--- src/rtl/down_counter_pkg.sv ---
// Shared definitions for the down counter/timer: FSM state encoding and reload mode constants.
package down_counter_pkg;

  typedef enum logic [1:0] {
    ST_IDLE    = 2'd0,
    ST_RUN     = 2'd1,
    ST_EXPIRED = 2'd2
  } state_e;

  localparam logic MODE_ONESHOT = 1'b0;
  localparam logic MODE_AUTO    = 1'b1;

endpackage

--- src/rtl/down_counter_timer_if.sv ---
// Control/status bundle of the down counter/timer; master drives controls, slave is the counter.
interface down_counter_timer_if #(
    parameter int unsigned WIDTH = 4
);

    logic             load;
    logic [WIDTH-1:0] load_value;
    logic             restart;
    logic             enable;
    logic             auto_reload;
    logic [WIDTH-1:0] count;
    logic             zero;
    logic             tc_pulse;
    logic             busy;

    modport master (
        output load, load_value, restart, enable, auto_reload,
        input  count, zero, tc_pulse, busy
    );

    modport slave (
        input  load, load_value, restart, enable, auto_reload,
        output count, zero, tc_pulse, busy
    );

endinterface

--- src/rtl/down_counter_prescaler.sv ---
// Enable-tick prescaler: emits one count step every PRESCALE enabled cycles while running.
module down_counter_prescaler #(
    parameter int unsigned PRESCALE = 4
) (
    input  logic clock,
    input  logic clear_n,
    input  logic clr,
    input  logic run,
    input  logic enable,
    output logic step
);

    localparam int unsigned PW = (PRESCALE > 1) ? $clog2(PRESCALE) : 1;
    localparam logic [PW-1:0] LAST = PW'(PRESCALE - 1);

    logic [PW-1:0] pre_q;

    assign step = run && enable && (pre_q == LAST);

    always_ff @(posedge clock or negedge clear_n) begin
        if (!clear_n) begin
            pre_q <= '0;
        end else if (clr) begin
            pre_q <= '0;
        end else if (run && enable) begin
            pre_q <= (pre_q == LAST) ? '0 : pre_q + 1'b1;
        end
    end

endmodule

--- src/rtl/down_counter_timer.sv ---
// Loadable down counter/timer with terminal-count pulse and one-shot/auto-reload modes.
// Define DOWN_COUNTER_PRESCALE_EN to divide enable by PRESCALE before each count step.
module down_counter_timer
    import down_counter_pkg::*;
#(
    parameter int unsigned WIDTH    = 4,
    parameter int unsigned PRESCALE = 4
) (
    input logic                 clock,
    input logic                 clear_n,
    down_counter_timer_if.slave bus
);

    localparam logic [WIDTH-1:0] ONE = WIDTH'(1);

    state_e           state_q;
    logic [WIDTH-1:0] count_q;
    logic [WIDTH-1:0] reload_q;
    logic             tc_pulse_q;
    logic             step;

`ifdef DOWN_COUNTER_PRESCALE_EN
    down_counter_prescaler #(
        .PRESCALE (PRESCALE)
    ) u_prescaler (
        .clock   (clock),
        .clear_n (clear_n),
        .clr     (bus.load | bus.restart),
        .run     (state_q == ST_RUN),
        .enable  (bus.enable),
        .step    (step)
    );
`else
    // PRESCALE only matters with the prescaler built in; keep it referenced.
    logic unused_prescale;
    assign unused_prescale = ^PRESCALE;
    assign step = bus.enable;
`endif

    always_ff @(posedge clock or negedge clear_n) begin
        if (!clear_n) begin
            state_q    <= ST_IDLE;
            count_q    <= '0;
            reload_q   <= '0;
            tc_pulse_q <= 1'b0;
        end else begin
            tc_pulse_q <= 1'b0;
            if (bus.load) begin
                reload_q <= bus.load_value;
                count_q  <= bus.load_value;
                state_q  <= (bus.load_value != '0) ? ST_RUN : ST_IDLE;
            end else if (bus.restart) begin
                count_q <= reload_q;
                state_q <= (reload_q != '0) ? ST_RUN : ST_IDLE;
            end else if (state_q == ST_RUN && step) begin
                if (count_q > ONE) begin
                    count_q <= count_q - ONE;
                end else begin
                    // Terminal step: pulse coincides with the reload or the drop to zero.
                    tc_pulse_q <= 1'b1;
                    if (bus.auto_reload == MODE_AUTO) begin
                        count_q <= reload_q;
                    end else begin
                        count_q <= '0;
                        state_q <= ST_EXPIRED;
                    end
                end
            end
        end
    end

    assign bus.count    = count_q;
    assign bus.zero     = (count_q == '0);
    assign bus.tc_pulse = tc_pulse_q;
    assign bus.busy     = (state_q == ST_RUN);

endmodule

--- src/flat_wrapper.sv ---
// flat-port wrapper written by rule: the top's interface ports become plain ports
module down_counter_timer_flat import down_counter_pkg::*;
#(
    parameter int unsigned WIDTH    = 4,
    parameter int unsigned PRESCALE = 4
)
  (clock, clear_n, bus_load, bus_load_value, bus_restart, bus_enable, bus_auto_reload, bus_count, bus_zero, bus_tc_pulse, bus_busy);
  down_counter_timer_if #(.WIDTH(WIDTH)) bus_i ();
  input logic clock;
  input logic clear_n;
  input wire logic [$bits(bus_i.load)-1:0] bus_load;
  input wire logic [$bits(bus_i.load_value)-1:0] bus_load_value;
  input wire logic [$bits(bus_i.restart)-1:0] bus_restart;
  input wire logic [$bits(bus_i.enable)-1:0] bus_enable;
  input wire logic [$bits(bus_i.auto_reload)-1:0] bus_auto_reload;
  output wire logic [$bits(bus_i.count)-1:0] bus_count;
  output wire logic [$bits(bus_i.zero)-1:0] bus_zero;
  output wire logic [$bits(bus_i.tc_pulse)-1:0] bus_tc_pulse;
  output wire logic [$bits(bus_i.busy)-1:0] bus_busy;
  assign bus_i.load = bus_load;
  assign bus_i.load_value = bus_load_value;
  assign bus_i.restart = bus_restart;
  assign bus_i.enable = bus_enable;
  assign bus_i.auto_reload = bus_auto_reload;
  assign bus_count = bus_i.count;
  assign bus_zero = bus_i.zero;
  assign bus_tc_pulse = bus_i.tc_pulse;
  assign bus_busy = bus_i.busy;
  down_counter_timer #(.WIDTH(WIDTH), .PRESCALE(PRESCALE)) u_core (.clock(clock), .clear_n(clear_n), .bus(bus_i));
endmodule
--- config.mk ---
export PLATFORM = sky130hd
export DESIGN_NAME = down_counter_timer_flat
export DESIGN_NICKNAME = d
export VERILOG_FILES = /design/src/rtl/down_counter_pkg.sv /design/src/rtl/down_counter_timer_if.sv /design/src/rtl/down_counter_prescaler.sv /design/src/rtl/down_counter_timer.sv /design/src/flat_wrapper.sv
export SDC_FILE = /design/constraint.sdc
export NUM_CORES = 1
export LEC_CHECK = 0
export CORE_AREA = 2 2 39 41
export CTS_BUF_LIST = sky130_fd_sc_hd__clkbuf_8
export CTS_CLUSTER_DIAMETER = 150
export DETAILED_ROUTE_END_ITERATION = 7
export DIE_AREA = 0 0 41 43
export PLACE_DENSITY = 0.8
export SYNTH_ARGS = -nofsm -noshare
export SYNTH_HDL_FRONTEND = slang
export SYNTH_SLANG_ARGS = --single-unit
--- constraint.sdc ---
create_clock -name clock -period 4.2 [get_ports clock]
set_input_delay 0.63 -clock clock [delete_from_list [all_inputs] [get_ports clock]]
set_output_delay 0.63 -clock clock [all_outputs]
set_load 0.005 [all_outputs]
==> flow_metrics.tcl <==
set metrics [dict create \
    grt_first_pass_wirelength_um 2208 \
    placement.cell_area_sq_um 822.0 \
    setup-violations-final 0 \
    grt_remaining_overflow 0 \
    worst-slew-pin-transition_ps 495.5 \
    critical_path_required_ps 3570 \
    timing.final.max_slew_violations 0 \
    cts_max_path_buffers 2 \
    wl_um 1377 \
    initial_core_util 0.4665 \
    yosysWarningCount 0 \
    final_cell_mix "sky130_fd_sc_hd__clkdlybuf4s50_1 (16), sky130_fd_sc_hd__dfrtp_1 (11), sky130_fd_sc_hd__inv_1 (8)" \
    endpoint_kind "output port" \
    clk-insertion-delay-late_ps 240 \
    die_width_um 41 \
    cellPowerDensity_mw_per_mm2 361.3 \
    design_power_total_uw 313.2 \
    finished_cell_area_sq_um 867.1 \
    path_class "reg -> out" \
    die_ar_sq_mm 0.001763 \
    p_leak_nw 0.3710 \
    number_of_remaining_drc_errors 0 \
    gpl.final_weighted_congestion 0.8672 \
    syn_inst 66 \
    async_flop_share 1.000 \
    clk_transition_reported_paths_ps 50 \
    core_area_sq_mm 0.001384 \
    grt_setup_unrepaired "false" \
    layout_worst_path_cycle_share 0.5252 \
    portion_of_the_post_synthesis_area_used_by_sequential_elements 0.4264 \
    pin_count_of_the_biggest_net_entering_global_routing 16 \
    ctsResizeCount 0 \
    drt-initial-drc-count 6 \
    critical_path.cell_chain "nor2_1 > and2_1 > clkdlybuf4s50_1" \
    detailed_place_hpwl_um 1090 \
    worst_path_cell_with_the_longest_stage_delay "sky130_fd_sc_hd__clkdlybuf4s50_1" \
    via_count_of_the_first_global_routing_pass 527 \
    firstDrtPassIters 2 \
    vdd_ir_drop_max_uv 227.4 \
    numCtsBuffers 3 \
    placement_rows 14 \
    finalHoldViolations 0 \
    yosys_register_bits 11 \
    layout-drive-gt1-share 0.1059 \
    port-buffer-count 16 \
    avgSynthCellArea_sq_um 9.782 \
    syn_nets 79 \
    finish.net_count 99 \
    final.setup_skew_ps 6.992 \
    post_cts_buffers 0 \
    fmax_mhz 453.3 \
    post_synthesis_instance_area_sq_um 645.6 \
    cts_max_level 1 \
    wl_per_cell_um 13.63 \
    vias_per_cell 5.535 \
    post_cts_hold_buffer_count 0 \
    critical-path-max-stage-delay_ps 490 \
    floorplan.io_pins 17 \
    yosysUniqueCellTypes 30 \
    timing.hold.worst.class "reg -> reg" \
    route.vias.total 559 \
    cts_sinks 11 \
    hold_ws_ps 530.1 \
    setup_total_negative_slack_ps 0 \
    max-slew-margin-rel 0.6686 \
    area_growth_syn_to_layout_pct 34.30 \
    cp_data_arrival_time_ps 1580 \
    largest_fanout_on_the_critical_path 6 \
    status "complete, no violations" \
    setup.worst_path.start_class "register" \
    synth_enable_flop_cells 0 \
    initial_antenna_violation_count 0 \
    cts-root-buf "sky130_fd_sc_hd__clkbuf_8" \
    drtAntennaViolNets 0 \
    dominantRegCellSynth "sky130_fd_sc_hd__dfrtp_1" \
    layout_commonest_cell "sky130_fd_sc_hd__clkdlybuf4s50_1" \
    min_period_ps 2206 \
    timing.max_cap.violations 0 \
    floorplan.die.height_um 43 \
    num_antenna_cells 0 \
    tritoncts "done" \
    track_usage 0.1935 \
]
cell families (layout without fill, tap and decap cells):
| family | after synthesis | after routing | synth area share |
|---|---|---|---|
| compound gates | 19 | 19 | 0.2442 |
| fa+ha+maj | 3 | 3 | 0.05815 |
| buf+inv | 8 | 27 | 0.04651 |
| flops | 11 | 11 | 0.4264 |
| mux | 1 | 1 | 0.01550 |
| simple gates | 24 | 24 | 0.2093 |
flip-flops by register name, summed over array words and instances, names as in the netlist:
name and count:
u_core.reload_q 4, u_core.bus.count 4, u_core.state_q 2, u_core.bus.tc_pulse 1
final timing paths:
path / depth (start not counted) / to / slack (ps) / from
max: 3 / bus_zero / 1990 / u_core.bus.count[3]
min: 2 / u_core.reload_q[2] / 530 / u_core.reload_q[2]
max reg2reg: 6 / u_core.bus.count[3] / 2380 / u_core.bus.count[0]
min reg2reg: 2 / u_core.reload_q[2] / 530 / u_core.reload_q[2]
max in group asynchronous: 1 / u_core.bus.count[0] / 3130 / clear_n
min in group asynchronous: 1 / u_core.state_q[0] / 730 / clear_n
per-layer routing:
metal	track usage	up-vias	share of wire
met5	0	-	0
met4	0.08000	0	0.014
met3	0.07853	4	0.050
met2	0.3281	11	0.51
met1	0.1953	265	0.43
li1	-	279	-
synth_stat cells (all sizes together), types with 2 or more instances:
| cell type | instances | share of area |
|---|---|---|
| or2 | 2 | 0.027 |
| inv | 7 | 0.041 |
| o22a | 2 | 0.027 |
| ha | 3 | 0.058 |
| nor2 | 2 | 0.012 |
| o311ai | 3 | 0.052 |
| dfrtp | 11 | 0.43 |
| and2 | 2 | 0.023 |
| o21ai | 5 | 0.039 |
| a21oi | 2 | 0.016 |
| nand2b | 3 | 0.029 |
| nor3 | 4 | 0.031 |
| nand2 | 6 | 0.035 |
critical path: cells and delay by family, from the launching register on:
family | cells | cell delay, ps
flip-flops | 1 | 430
AND/OR/NAND/NOR | 2 | 410
buffers and inverters | 1 | 490
layout make-up:
class | count | area (sq um)
clock buffers | 3 | 41.29
well taps | 16 | 20.02
clock inverters | 1 | 3.754
fillers | 118 | 516.7
inverters | 7 | 26.28
repair buffers | 16 | 160.2
flip-flops and latches | 11 | 275.3
multi-input cells | 47 | 340.3
metrics by stage:
stage / std cells / setup WS [ps] / utilization
6_report: 101 / 1994 / 0.6266
5_1_grt: 101 / 1910 / 0.6266
4_1_cts: 101 / 1985 / 0.6266
3_5_place_dp: 97 / 2012 / 0.5940
3_3_place_gp: 97 / 2038 / 0.5940
2_1_floorplan: 66 / 2556 / -
where the power goes:
group	internal (mW)	total [mW]	switching [mW]	leakage [nW]
Sequential	0.117	0.128	0.0108	0.134
Clock	0.0639	0.100	0.0366	0.0269
Combinational	0.0469	0.0851	0.0382	0.210
Total	0.228	0.313	0.0856	0.371
No activity file was read; power rests on OpenSTA's default activity.
